--- config.mk ---
export PLATFORM = sky130hd
export DESIGN_NAME = lfsr_run_ctrl
export DESIGN_NICKNAME = d
export VERILOG_FILES = /design/src/rtl/lfsr_run_ctrl_pkg.sv /design/src/rtl/lfsr_sym_tick.sv /design/src/rtl/lfsr_run_ctrl.sv
export SDC_FILE = /design/constraint.sdc
export NUM_CORES = 1
export LEC_CHECK = 0
export BUFFER_PORTS_ARGS = -buffer_cell sky130_fd_sc_hd__buf_2
export CAP_MARGIN = 10
export CORE_ASPECT_RATIO = 0.8
export CORE_UTILIZATION = 63
export DETAILED_ROUTE_END_ITERATION = 8
export GPL_ROUTABILITY_DRIVEN = 0
export GPL_TIMING_DRIVEN = 1
export PLACE_DENSITY = 0.88
export SYNTH_ARGS = -nofsm -noshare
export SYNTH_HDL_FRONTEND = slang
export SYNTH_SLANG_ARGS = --single-unit
--- constraint.sdc ---
create_clock -name clk -period 5.89 [get_ports clk]
set_input_delay 0.8835 -clock clk [delete_from_list [all_inputs] [get_ports clk]]
set_output_delay 0.8835 -clock clk [all_outputs]
set_load 0.02 [all_outputs]
--- src/rtl/lfsr_run_ctrl_pkg.sv ---
// ----------------------------------------------------------------------------
// lfsr_run_ctrl_pkg
// Shared definitions for the LFSR run controller:
//   - default generator length, taken from the global length define
//   - run-controller state encodings
//   - helper returning the LFSR period (2^len - 1 symbols)
// ----------------------------------------------------------------------------
`ifndef LFSR_GLOBAL_LEN
`define LFSR_GLOBAL_LEN 22
`endif

package lfsr_run_ctrl_pkg;

   localparam int LFSR_LEN_DEF = `LFSR_GLOBAL_LEN;

   localparam int STATE_W = 3;

   localparam logic [STATE_W-1:0] S_IDLE  = 3'd0;
   localparam logic [STATE_W-1:0] S_FLUSH = 3'd1;
   localparam logic [STATE_W-1:0] S_RUN   = 3'd2;
   localparam logic [STATE_W-1:0] S_DRAIN = 3'd3;
   localparam logic [STATE_W-1:0] S_DONE  = 3'd4;

   // Number of symbols in one maximal-length period.
   function automatic longint unsigned lfsr_period(input int len);
      return (64'd1 << len) - 64'd1;
   endfunction

endpackage

--- src/rtl/lfsr_sym_tick.sv ---
// ----------------------------------------------------------------------------
// lfsr_sym_tick
// Symbol-rate tick generator. While 'run' is high a phase counter cycles
// 0..SPS-1 and an enable is issued in every clock where phase == SPS-1.
// A symbol counter counts those enables modulo the LFSR period and flags
// the enable that completes a period.
//
// Ports:
//   clk         in   system clock
//   reset       in   asynchronous, active-high
//   clear       in   zero the symbol counter (run restart)
//   run         in   advance phase / issue enables
//   lfsr_clk_en out  registered symbol-rate enable
//   pce         out  registered, high with the period-completing enable
// ----------------------------------------------------------------------------
module lfsr_sym_tick
   import lfsr_run_ctrl_pkg::*;
#(
   parameter int LFSR_LEN = LFSR_LEN_DEF,
   parameter int SPS      = 4
) (
   input  logic clk,
   input  logic reset,
   input  logic clear,
   input  logic run,
   output logic lfsr_clk_en,
   output logic pce
);

   localparam int PH_W = $clog2(SPS);

   localparam logic [PH_W-1:0]     PH_LAST  = PH_W'(SPS - 1);
   localparam logic [PH_W-1:0]     PH_PRE   = PH_W'(SPS - 2);
   localparam logic [LFSR_LEN-1:0] SYM_LAST = LFSR_LEN'(lfsr_period(LFSR_LEN) - 64'd1);

   logic [PH_W-1:0]     phase;
   logic [LFSR_LEN-1:0] sym_cnt;

   // The enable and period flag are decided one clock early (phase == SPS-2)
   // so that the registered outputs are high exactly while phase == SPS-1.
   // Dropping 'run' kills any enable decision immediately.
   always_ff @(posedge clk or posedge reset) begin
      if (reset) begin
         phase       <= '0;
         sym_cnt     <= '0;
         lfsr_clk_en <= 1'b0;
         pce         <= 1'b0;
      end else begin
         if (run) begin
            phase       <= (phase == PH_LAST) ? '0 : phase + 1'b1;
            lfsr_clk_en <= (phase == PH_PRE);
            pce         <= (phase == PH_PRE) && (sym_cnt == SYM_LAST);
            if (phase == PH_PRE) begin
               sym_cnt <= (sym_cnt == SYM_LAST) ? '0 : sym_cnt + 1'b1;
            end
         end else begin
            phase       <= '0;
            lfsr_clk_en <= 1'b0;
            pce         <= 1'b0;
         end
         if (clear) begin
            sym_cnt <= '0;
         end
      end
   end

endmodule

--- src/rtl/lfsr_run_ctrl.sv ---
// ----------------------------------------------------------------------------
// lfsr_run_ctrl
// Sequences one measurement run of the LFSR symbol generator:
// restart + accumulator clear, symbol-rate enables, counting of complete
// LFSR periods with an accumulator dump per period, drain, and completion.
// Also checks the generator period marker against its own period count.
//
// Ports:
//   clk, reset    clock, asynchronous active-high reset
//   start         run request (IDLE only)
//   abort         terminate run immediately
//   num_periods   periods per run, 0 = continuous
//   cycle_in      period marker from the generator
//   lfsr_clk_en   symbol-rate enable to generator
//   lfsr_rst      restart pulse to generator
//   acc_clear     accumulator clear pulse
//   acc_dump      accumulator dump pulse per completed period
//   busy          high outside IDLE
//   done          normal completion pulse
//   aborted       abort completion pulse
//   periods_done  completed periods in current/last run (saturating)
//   sync_err      sticky marker-mismatch flag
// ----------------------------------------------------------------------------
module lfsr_run_ctrl
   import lfsr_run_ctrl_pkg::*;
#(
   parameter int LFSR_LEN  = LFSR_LEN_DEF,
   parameter int SPS       = 4,
   parameter int CYC_W     = 8,
   parameter int DRAIN_LAT = 3
) (
   input  logic             clk,
   input  logic             reset,
   input  logic             start,
   input  logic             abort,
   input  logic [CYC_W-1:0] num_periods,
   input  logic             cycle_in,
   output logic             lfsr_clk_en,
   output logic             lfsr_rst,
   output logic             acc_clear,
   output logic             acc_dump,
   output logic             busy,
   output logic             done,
   output logic             aborted,
   output logic [CYC_W-1:0] periods_done,
   output logic             sync_err
);

   localparam int DR_W  = (DRAIN_LAT > 1) ? $clog2(DRAIN_LAT) : 1;
   localparam int WIN_W = $clog2(SPS + 1);

   localparam logic [DR_W-1:0]  DR_LAST  = DR_W'(DRAIN_LAT - 1);
   localparam logic [WIN_W-1:0] WIN_FULL = WIN_W'(SPS);
   localparam logic [WIN_W-1:0] WIN_ONE  = WIN_W'(1);

   logic [STATE_W-1:0] state;
   logic [STATE_W-1:0] state_nxt;
   logic               flush_second;
   logic [CYC_W-1:0]   np_q;
   logic [DR_W-1:0]    drain_cnt;
   logic [WIN_W-1:0]   win_left;
   logic               win_seen;

   logic               pce;
   logic               tick_run;
   logic               tick_clear;
   logic               abort_hit;
   logic               pce_ok;
   logic               start_run;
   logic               in_win;
   logic               last_period;
   logic [CYC_W-1:0]   pd_inc;

   // Abort must stop enables from the very next clock, so it gates the
   // tick generator combinationally.
   assign tick_run   = (state == S_RUN) && !abort;
   assign tick_clear = (state == S_FLUSH);

   lfsr_sym_tick #(
      .LFSR_LEN (LFSR_LEN),
      .SPS      (SPS)
   ) u_tick (
      .clk         (clk),
      .reset       (reset),
      .clear       (tick_clear),
      .run         (tick_run),
      .lfsr_clk_en (lfsr_clk_en),
      .pce         (pce)
   );

   // Abort wins over a coincident period completion: that period is
   // neither counted nor dumped.
   assign abort_hit   = abort && (state != S_IDLE);
   assign pce_ok      = pce && (state == S_RUN) && !abort_hit;
   assign start_run   = (state == S_IDLE) && start;
   assign in_win      = (win_left != '0);
   assign pd_inc      = (periods_done == {CYC_W{1'b1}}) ? periods_done
                                                        : periods_done + 1'b1;
   assign last_period = (np_q != '0) && (pd_inc == np_q);

   // Next-state selection; abort returns to IDLE from any active state.
   always_comb begin
      state_nxt = state;
      case (state)
         S_IDLE: begin
            if (start) state_nxt = S_FLUSH;
         end
         S_FLUSH: begin
            if (abort)             state_nxt = S_IDLE;
            else if (flush_second) state_nxt = S_RUN;
         end
         S_RUN: begin
            if (abort)                    state_nxt = S_IDLE;
            else if (pce && last_period)  state_nxt = S_DRAIN;
         end
         S_DRAIN: begin
            if (abort)                       state_nxt = S_IDLE;
            else if (drain_cnt == DR_LAST)   state_nxt = S_DONE;
         end
         S_DONE: begin
            state_nxt = S_IDLE;
         end
         default: begin
            state_nxt = S_IDLE;
         end
      endcase
   end

   // State, control pulses and run bookkeeping. Pulse outputs are derived
   // from the transition being taken so they line up with the new state.
   always_ff @(posedge clk or posedge reset) begin
      if (reset) begin
         state        <= S_IDLE;
         flush_second <= 1'b0;
         np_q         <= '0;
         drain_cnt    <= '0;
         busy         <= 1'b0;
         done         <= 1'b0;
         aborted      <= 1'b0;
         lfsr_rst     <= 1'b0;
         acc_clear    <= 1'b0;
         acc_dump     <= 1'b0;
         periods_done <= '0;
      end else begin
         state        <= state_nxt;
         busy         <= (state_nxt != S_IDLE);
         done         <= (state_nxt == S_DONE);
         aborted      <= abort_hit;
         lfsr_rst     <= start_run;
         acc_clear    <= start_run;
         acc_dump     <= pce_ok;
         flush_second <= (state == S_FLUSH);
         drain_cnt    <= (state == S_DRAIN) ? drain_cnt + 1'b1 : '0;
         if ((state == S_FLUSH) && (state_nxt == S_RUN)) begin
            np_q <= num_periods;
         end
         if (start_run) begin
            periods_done <= '0;
         end else if (pce_ok) begin
            periods_done <= pd_inc;
         end
      end
   end

   // Marker check: after each counted period completion a window of SPS
   // clocks opens; exactly one marker is expected inside, none outside.
   always_ff @(posedge clk or posedge reset) begin
      if (reset) begin
         win_left <= '0;
         win_seen <= 1'b0;
         sync_err <= 1'b0;
      end else begin
         if (start_run) begin
            sync_err <= 1'b0;
         end
         if (state == S_RUN) begin
            if (cycle_in && !in_win) begin
               sync_err <= 1'b1;
            end
            if (in_win) begin
               win_left <= win_left - 1'b1;
               win_seen <= win_seen | cycle_in;
               if ((win_left == WIN_ONE) && !win_seen && !cycle_in) begin
                  sync_err <= 1'b1;
               end
            end
            if (pce_ok) begin
               win_left <= WIN_FULL;
               win_seen <= 1'b0;
            end
         end else begin
            win_left <= '0;
            win_seen <= 1'b0;
         end
      end
   end

endmodule

======== Yosys cells after proc, flatten, opt, wreduce, memory -nomap -nowiden ========
Cells that the tools add are included.
cells by class
  equality and inequality tests ........... 13
  add/sub/neg operators ................... 5
  reductions and logical operators ........ 26
  bitwise logic cells ..................... 1
  muxes and demuxes ....................... 31
operator list
  cell                   number
  $mux 22                4
  $mux 3                 10
  $mux 8                 3
  $add 22x1->22 const B  1
  $eq 22x22->1 const B   1
  $logic_and 1x1->1      12
  $pmux 3 s4             1
  $mux 1                 10
  $eq 3x2->1 const B     3
  $reduce_bool 3->1      3
  $add 8x1->8 const B    1
  $eq 8x8->1             1
  $eq 8x8->1 const B     1
  $reduce_bool 8->1      1
  $eq 2x2->1 const B     3
  $eq 3x1->1 const B     2
  $mux 2                 3
  $reduce_bool 2->1      3
  $logic_not 1->1        5
  $add 2x1->2 const B    2
  $eq 3x3->1 const B     1
  $logic_not 3->1        1
  $ne 3x3->1 const B     1
  $sub 3x1->3 const B    1
  other kinds (2)        2
storage, ports and cells
  register bits after elaboration ......... 58
  output and inout port bits .............. 16
  word-level logic and storage cells ...... 93

======== Logic depth before layout (Yosys ltp) ========
Gate-level depths: netlist (run 1).
  depth in word-level cells ............... 10
  depth in mapped cells ................... 8
  gate-level depth less buffers ........... 7

======== By module ========
A second synthesis (run 1) with hierarchy kept.
unflattened totals
  cells, all modules ...................... 324
  area, all modules ....................... 3208.1 um^2
by module, submodules not included
  module         seq. area each (um^2)  area each (um^2)  cells an instance  instances
  lfsr_run_ctrl  800.8                  1775.5            169                1
  lfsr_sym_tick  650.6                  1432.6            155                1

======== Least setup slack after synthesis (run 1) ========
OpenSTA, ideal clock, no wires.
  path kind ............................... input port to flip-flop
  start point ............................. input abort
  end point ............................... register u_tick.sym_cnt[9]
  required time ........................... 5.769 ns
  path buffers ............................ 1
  setup slack ............................. 3.561 ns
  arrival time ............................ 2.207 ns
  cell stages on the path ................. 6
  cells stage by stage .................... clkbuf_1 > and4bb_2 > o2111a_1 > nor4b_1 > xnor2_1 > nor2_1
between the ends
  cells in the longest elaborated chain, start to end .. 4
RTL lines
  item                         line                 RTL
  start: declaration           lfsr_run_ctrl.sv:35  input logic abort,
  $logic_not 1->1              lfsr_run_ctrl.sv:76  assign tick_run = (state == S_RUN) && !abort;
  $logic_and 1x1->1            lfsr_run_ctrl.sv:76
  $reduce_bool 2->1 (no line)  --
  $reduce_and 2->1 (no line)   --
  end signal: assignment       lfsr_sym_tick.sv:54  sym_cnt <= (sym_cnt == SYM_LAST) ? '0 : sym_cnt + 1'b1;
  end: declaration             lfsr_sym_tick.sv:37  logic [LFSR_LEN-1:0] sym_cnt;
Every way passes these cells.
A chain may end at the register's enable or synchronous reset.

======== Final worst setup path (run 1) ========
  start point ............................. register periods_done[0]
  end point ............................... register state[0]
between the ends
  cells in the longest elaborated chain, start to end .. 8
  elaborated cells on any way between the ends .. 9
  those cells by class .................... add/sub: 1; eq/ne: 2; mux: 4; reduce/logical: 2
RTL lines
  item                                              line                                      RTL
  start: declaration                                lfsr_run_ctrl.sv:45                       output logic [CYC_W-1:0] periods_done,
  start signal: assignment                          lfsr_run_ctrl.sv:160                      periods_done <= pd_inc;
  $add 8x1->8 / $eq 8x8->1 (equally long branches)  lfsr_run_ctrl.sv:98, lfsr_run_ctrl.sv:97
  $mux 8 (*)                                        lfsr_run_ctrl.sv:97                       assign pd_inc = (periods_done == {CYC_W{1'b1}}) ? periods_done
  $eq 8x8->1 (*)                                    lfsr_run_ctrl.sv:99                       assign last_period = (np_q != '0) && (pd_inc == np_q);
  $logic_and 1x1->1 (*)                             lfsr_run_ctrl.sv:99
  $logic_and 1x1->1 (*)                             lfsr_run_ctrl.sv:114                      else if (pce && last_period) state_nxt = S_DRAIN;
  $mux 3 (*)                                        lfsr_run_ctrl.sv:114
  $mux 3 (*)                                        lfsr_run_ctrl.sv:113                      if (abort) state_nxt = S_IDLE;
  $pmux 3 s4 (*)                                    lfsr_run_ctrl.sv:104                      case (state)
  named net state_nxt[0]                            lfsr_run_ctrl.sv:57                       logic [STATE_W-1:0] state_nxt;
  end signal: assignment                            lfsr_run_ctrl.sv:145                      state <= state_nxt;
  end: declaration                                  lfsr_run_ctrl.sv:56                       logic [STATE_W-1:0] state;
Mark *: on every way through the listed nets, which the timed path passes. The rest lies on a longest branch.

==> impl_metrics.py, run 1 <==
metrics = {
    "floorplanning": {
        "die-area_um2": 5150,
        "row_count": 22,
        "core_area_um2": 4620,
        "start_util": 0.663,
        "floorplan.io_pins": 29,
        "die_w_um": 80.0,
        "die_h_um": 64.4,
    },
    "critical_path": {
        "reg2reg_to": "state[0]",
        "rrSetupSlack_ns": 3.52,
        "r2r_cells": 6,
        "timing.rr.start": "periods_done[0]",
        "cp-start-kind": "register",
        "crit_type": "reg2reg",
        "critPathTopFamily": "simple AND/OR/NAND/NOR gates",
        "cp_slowest_stage_delay_ns": 0.51,
        "path_cells": "ha_1 > and3_1 > a21oi_1 > o21a_1 > or4b_1 > o31ai_1",
        "critPathBufInv": 0,
        "crit_fanout": 12,
        "critPathArrivalTime_ns": 2.62,
        "cp-end-kind": "register",
        "worstPathRequired_ns": 6.13,
        "slowest_stage": "or4b_1",
    },
    "clocking": {
        "clockBufferDepth": 2,
        "cts.reportedPaths.clkPinSlew_ns": 0.06,
        "htree_levels": 3,
        "post_cts_resized": 0,
        "tritoncts": "yes",
        "cts-root-buf": "clkbuf_8",
        "cts_buffers": 9,
        "cts_hold_buf": 0,
        "postCtsSetupBuffers": 0,
        "cts_num_sinks": 58,
        "clk_latency_ns": 0.34,
    },
    "timing": {
        "slew_viol_final": 0,
        "hold_viol": 0,
        "maxSlewHeadroom": 0.527,
        "fin_ws_ns": 3.52,
        "finalCriticalPeriod_ns": 2.37,
        "min_period_over_period": 0.403,
        "setup_viol": 0,
        "tightest_slew_ns": 0.710,
        "fin_setup_tns_ns": 0,
        "hold_slack_ns": 0.430,
        "rsz0062_at_grt": "false",
        "fin_skew_ns": 0.00891,
        "clock.fmax_ghz": 0.422,
    },
    "global_route": {
        "grt_max_degree": 59,
        "overflow": 0,
        "grt_pass1_wl_mm": 10.3,
        "antenna_found_initial": 0,
        "grt.total_usage": 0.269,
        "grt_pass1_vias": 2285,
    },
    "logic_synthesis": {
        "syn_area_um2": 3070,
        "synth_most_common_cell": "dfrtp_1",
        "netlist_instances": 304,
        "synthFlopType": "dfrtp_1",
        "synth_seq_area_share": 0.473,
        "synth_cell_type_count": 55,
        "synth_warnings": 0,
        "ys_top_cells_by_area": "dfrtp_1 47%, xor2_1 4.3%, nor2_1 3.9%",
        "syn_nets": 326,
        "synth_top_area_cell": "dfrtp_1",
        "synth_edf_count": 0,
        "async_reset_ff_frac": 1.00,
        "ys_seq_elements": 58,
        "synth_top_area_frac": 0.473,
        "synth_common_cells": "58 x dfrtp_1, 32 x nor2_1, 22 x nand2_1, 15 x xor2_1",
        "synth.avg_cell_area_um2": 10.1,
    },
    "place": {
        "dp.cells": 383,
        "preCtsSetupSlack_ns": 3.36,
        "io_buffer_count": 28,
        "dp_hpwl_mm": 4.24,
        "placed_cell_area_um2": 3230,
    },
    "power": {
        "finalPower_mw": 1.08,
        "p_leak_nw": 1.56,
        "p_per_area_nw_per_um2": 316,
        "ir_drop_uv": 244,
    },
    "final_layout": {
        "drive_gt1_frac": 0.172,
        "final_core_util": 0.739,
        "area_delta_synth_final_pct": 11.5,
        "stdcell_count": 398,
        "fillers": 323,
        "antennaDiodeCount": 0,
        "nNetsFinal": 356,
        "final_area_um2": 3420,
    },
    "detailed_routing": {
        "ant_nets": 0,
        "drc": 0,
        "drt-total-wl_mm": 6.04,
        "routedWlPerCell_um": 15.2,
        "vias": 2355,
        "vias_per_cell": 5.92,
        "drt_iter0_markers": 167,
        "first_pass_iters": 4,
    },
    "run_status": {
        "status": "finished clean",
    },
    "hold_path": {
        "hold_path.class": "reg2reg",
        "min_to": "drain_cnt[0]",
        "min-delay-start": "drain_cnt[0]",
        "hold-path-cell-count": 1,
    },
    "run": {
        "cap_violations": 0,
    },
}
metal layers:
metal  share of wire  GRT usage  vias to the layer above
met4           0.015     0.0826                        0
met1            0.46      0.361                     1126
met2            0.46      0.405                       79
li1                -          -                     1139
met5               0          0                        -
met3           0.061      0.103                       11
placed cells by master, fill, tap and decap left out, drive strengths merged, types with 2 or more instances in the layout:
cell	count
o211ai	4
xnor2	9
buf	29
a21oi	13
and3	7
o21ai	14
inv	14
nand3	16
nand2	22
nor3b	3
nor2	32
clkbuf	12
nor3	10
a311oi	3
ha	9
o21a	2
nor4	4
nand2b	4
a41oi	2
or3	2
mux2	8
xor2	15
nor4b	4
or4	2
and2	3
clkinv	3
and4	3
a211oi	3
nand4	5
nor2b	4
mux2i	2
a31oi	2
dfrtp	58
flip-flops by register name, summed over array words and instances (netlist names), 2 cells and up:
name	flops
drain_cnt	2
np_q	8
u_tick.phase	2
state	3
periods_done	8
win_left	3
u_tick.sym_cnt	22
where the power goes:
part	switching [mW]	total [mW]	internal, mW
clock network	0.145	0.348	0.203
registers	0.0510	0.499	0.448
logic	0.134	0.232	0.0978
total	0.331	1.08	0.749
cell type report:
class | instances | area (µm²) | area share
Multi-Input combinational cell | 221 | 1500 | 0.439
Sequential cell | 58 | 1450 | 0.425
Timing Repair Buffer | 29 | 148 | 0.0432
Clock buffer | 12 | 145 | 0.0425
Tap cell | 60 | 75.1 | 0.0220
Inverter | 15 | 56.3 | 0.0165
Clock inverter | 3 | 40.0 | 0.0117
kinds of logic after synthesis:
| kind of cell | after synthesis | share of synthesized area |
|---|---|---|
| multiplexers | 10 | 0.0359 |
| AND/OR/NAND/NOR | 124 | 0.228 |
| flip-flops | 58 | 0.473 |
| XOR/XNOR | 24 | 0.0686 |
| buffers and inverters | 25 | 0.0367 |
| AO/OA/AOI/OAI | 54 | 0.120 |
| adder cells (fa/ha/maj) | 9 | 0.0367 |
worst max path at each step:
stage | start | to | cells after the start
2_1_floorplan | abort | u_tick.sym_cnt[9] | 6
3_3_place_gp | abort | u_tick.sym_cnt[9] | 6
3_5_place_dp | abort | u_tick.sym_cnt[9] | 6
4_1_cts | periods_done[0] | state[0] | 6
5_1_grt | periods_done[0] | state[0] | 6
6_report | periods_done[0] | state[0] | 6
No activity file was read; power rests on OpenSTA's default activity.
==> inputs of run 2 (changes only) <==
--- a/config.mk
+++ b/config.mk
@@ -5,14 +5,15 @@
 export SDC_FILE = /design/constraint.sdc
 export NUM_CORES = 1
 export LEC_CHECK = 0
+export ABC_AREA = 1
 export BUFFER_PORTS_ARGS = -buffer_cell sky130_fd_sc_hd__buf_2
 export CAP_MARGIN = 10
 export CORE_ASPECT_RATIO = 0.8
-export CORE_UTILIZATION = 63
+export CORE_UTILIZATION = 59
 export DETAILED_ROUTE_END_ITERATION = 8
 export GPL_ROUTABILITY_DRIVEN = 0
 export GPL_TIMING_DRIVEN = 1
-export PLACE_DENSITY = 0.88
+export PLACE_DENSITY = 0.83
 export SYNTH_ARGS = -nofsm -noshare
 export SYNTH_HDL_FRONTEND = slang
 export SYNTH_SLANG_ARGS = --single-unit
==> constraint.sdc (replaced) <==
create_clock -name clk -period 2.3 [get_ports clk]
set_input_delay 0.345 -clock clk [delete_from_list [all_inputs] [get_ports clk]]
set_output_delay 0.345 -clock clk [all_outputs]
set_load 0.02 [all_outputs]
==> impl_metrics.py, run 2 <==
metrics = {
    "global_route": {
        "grt_max_degree": 30,
        "grt_busiest_layer": "met2",
        "grt_pass1_vias": 2468,
        "overflow": 0,
        "grt.met2_usage": 0.427,
        "antenna_found_initial": 0,
        "grt_pass1_wl_mm": 11.6,
        "grt.total_usage": 0.272,
        "met1_usage": 0.366,
        "grtUsageMet3": 0.0644,
    },
    "floorplanning": {
        "die_w_um": 83.1,
        "die_h_um": 66.9,
        "floorplan.io_pins": 29,
        "start_util": 0.617,
        "die-area_um2": 5560,
        "core_area_um2": 5040,
        "row_count": 23,
    },
    "run_status": {
        "status": "finished clean",
    },
    "place": {
        "dp_hpwl_mm": 4.89,
        "io_buffer_count": 28,
        "dp.cells": 483,
    },
    "timing": {
        "clock.fmax_ghz": 0.496,
        "fin_setup_tns_ns": 0,
        "maxSlewHeadroom": 0.588,
        "min_period_over_period": 0.877,
        "setup_viol": 0,
        "finalCriticalPeriod_ns": 2.02,
        "slew_viol_final": 0,
        "hold_viol": 0,
        "tightest_slew_ns": 0.617,
        "rsz0062_at_grt": "false",
        "fin_skew_ns": 0.00936,
    },
    "clocking": {
        "postCtsSetupBuffers": 0,
        "clockBufferDepth": 2,
        "clk_latency_ns": 0.34,
        "htree_levels": 3,
        "cts_buffers": 9,
        "cts.reportedPaths.clkPinSlew_ns": 0.06,
        "cts_num_sinks": 58,
        "cts_hold_buf": 0,
        "post_cts_resized": 0,
        "cts-root-buf": "clkbuf_8",
        "tritoncts": "yes",
    },
    "detailed_routing": {
        "ant_nets": 0,
        "drt-total-wl_mm": 6.73,
        "drc": 0,
        "vias": 2707,
        "routedWlPerCell_um": 13.5,
        "drt_iter0_markers": 220,
        "first_pass_iters": 5,
        "vias_per_cell": 5.42,
    },
    "critical_path": {
        "worstPathRequired_ns": 2.56,
        "critPathTopFamily": "simple AND/OR/NAND/NOR gates",
        "crit_fanout": 8,
        "cpMostUsedCell": "nand2_1",
        "path_cells": "ha_1 > nand2_1 > nor2_4 > nand2_2 > nand2_1 > nor2_1 > a21oi_1 > nand3_1 > o21bai_1 > nand2_1 > nand4_1",
        "cp_slowest_stage_delay_ns": 0.49,
        "critPathArrivalTime_ns": 2.28,
        "crit_type": "reg2reg",
        "cp-start-kind": "register",
        "critPathBufInv": 0,
        "slowest_stage": "dfrtp_1",
        "cp-end-kind": "register",
    },
    "final_layout": {
        "reg_top3": "u_tick.sym_cnt x22, np_q x8, periods_done x8",
        "multi_input_area_um2": 1380,
        "nNetsFinal": 454,
        "stdcell_count": 499,
        "layout.cells.most_common": "nand2_1",
        "drive_gt1_frac": 0.165,
        "largest_register": "u_tick.sym_cnt",
        "final_cell_mix": "90 x nand2_1, 64 x inv_1, 58 x dfrtp_1",
        "antennaDiodeCount": 0,
        "ff_latch_area_um2": 1450,
        "largest_register_ffs": 22,
        "area_delta_synth_final_pct": 12.8,
        "fillers": 387,
    },
    "power": {
        "p_per_area_nw_per_um2": 815,
        "internal-power_mw": 1.86,
        "power.switching_uw": 996,
        "power_frac_comb": 0.261,
        "finalPower_mw": 2.86,
        "p_clk_frac": 0.304,
        "pwr-share-seq": 0.435,
        "p_leak_nw": 1.78,
        "p_sw_frac": 0.348,
        "ir_drop_uv": 606,
    },
    "logic_synthesis": {
        "async_reset_ff_frac": 1.00,
        "synth_edf_count": 0,
        "ys_seq_elements": 58,
        "syn_nets": 415,
        "synth_warnings": 0,
        "synth_cell_type_count": 35,
        "synth_common_cells": "90 x nand2_1, 65 x inv_1, 58 x dfrtp_1, 40 x nor2_1, 27 x nand3_1",
        "synthFlopType": "dfrtp_1",
        "ys_top_cells_by_area": "dfrtp_1 47%, nand2_1 11%, inv_1 7.9%",
        "synth.avg_cell_area_um2": 7.91,
        "synth_top_area_cell": "dfrtp_1",
        "netlist_instances": 393,
        "synth_seq_area_share": 0.467,
        "syn_area_um2": 3110,
        "synth_most_common_cell": "nand2_1",
        "synth_top_area_frac": 0.467,
    },
    "run": {
        "cap_violations": 0,
    },
    "hold_path": {
        "hold_path.class": "in2async",
    },
}
-- run 2: cell types whose count changed after synthesis, sizes merged, moves of 7 or more --
| cell | before | now |
|---|---|---|
| xor2 | 15 | 4 |
| xnor2 | 9 | 1 |
| nand2 | 22 | 98 |
| inv | 14 | 67 |
| nor2 | 32 | 49 |
| nand3 | 16 | 28 |
| mux2 | 8 | 1 |
-- run 2: area by class of cell --
class                      count  share of cell area
inverter                      68              0.0728
clock buffer                  14              0.0492
clock inverter                 2             0.00285
tap                           62              0.0221
timing repair buffer          31              0.0464
multi-input combinational    264               0.393
sequential                    58               0.414
-- run 2: layer usage --
metal / up-vias / wire [µm] / part of all wire
li1: 1324 / - / -
met1: 1256 / 3090 / 0.46
met2: 112 / 2970 / 0.44
met3: 15 / 526 / 0.078
met4: 0 / 138 / 0.021
met5: - / 0 / 0
-- run 2: cells by family after synthesis --
family                     after synthesis  share of synthesized area
adders and majority gates                9                     0.0362
muxes                                    1                    0.00362
buffers and inverters                   71                     0.0898
AOI/OAI and AO/OA                       53                     0.0990
and+or+nand+nor                        196                      0.290
xor gates and xnor gates                 5                     0.0141
DFF                                     58                      0.467
-- run 2: worst paths after layout --
kind	startpoint	endpoint	cells past startpoint	slack (ns)
hold / removal	reset	state[2]	2	0.08
setup / recovery	periods_done[0]	busy	11	0.28
setup reg to reg	periods_done[0]	busy	11	0.28
hold reg to reg	drain_cnt[0]	drain_cnt[0]	1	0.42
max in group asynchronous	reset	u_tick.sym_cnt[1]	3	1.56
min in group clk	num_periods[6]	np_q[6]	3	0.21
-- run 2: through the flow --
stage / util / setup WS (ns) / hold slack [ns] / instance area [µm²]
floorplan: - / 0.506 / 0.403 / 3110
CTS: 0.696 / 0.327 / 0.0911 / 3510
finish: 0.696 / 0.282 / 0.0837 / 3510
detailed placement: 0.660 / 0.356 / 0.417 / 3320
global route: 0.696 / 0.110 / 0.133 / 3510
global placement: 0.660 / 0.347 / 0.415 / 3320
-- run 2: power groups by stage --
stage | clock (mW) | combinational [mW] | sequential [mW]
6_report | 0.869 | 0.747 | 1.24
5_1_grt | 0.930 | 0.839 | 1.26
4_1_cts | 0.891 | 0.742 | 1.24
3_5_place_dp | 0 | 0.731 | 1.26
3_3_place_gp | 0 | 0.708 | 1.25
2_1_floorplan | 0 | 0.540 | 1.28
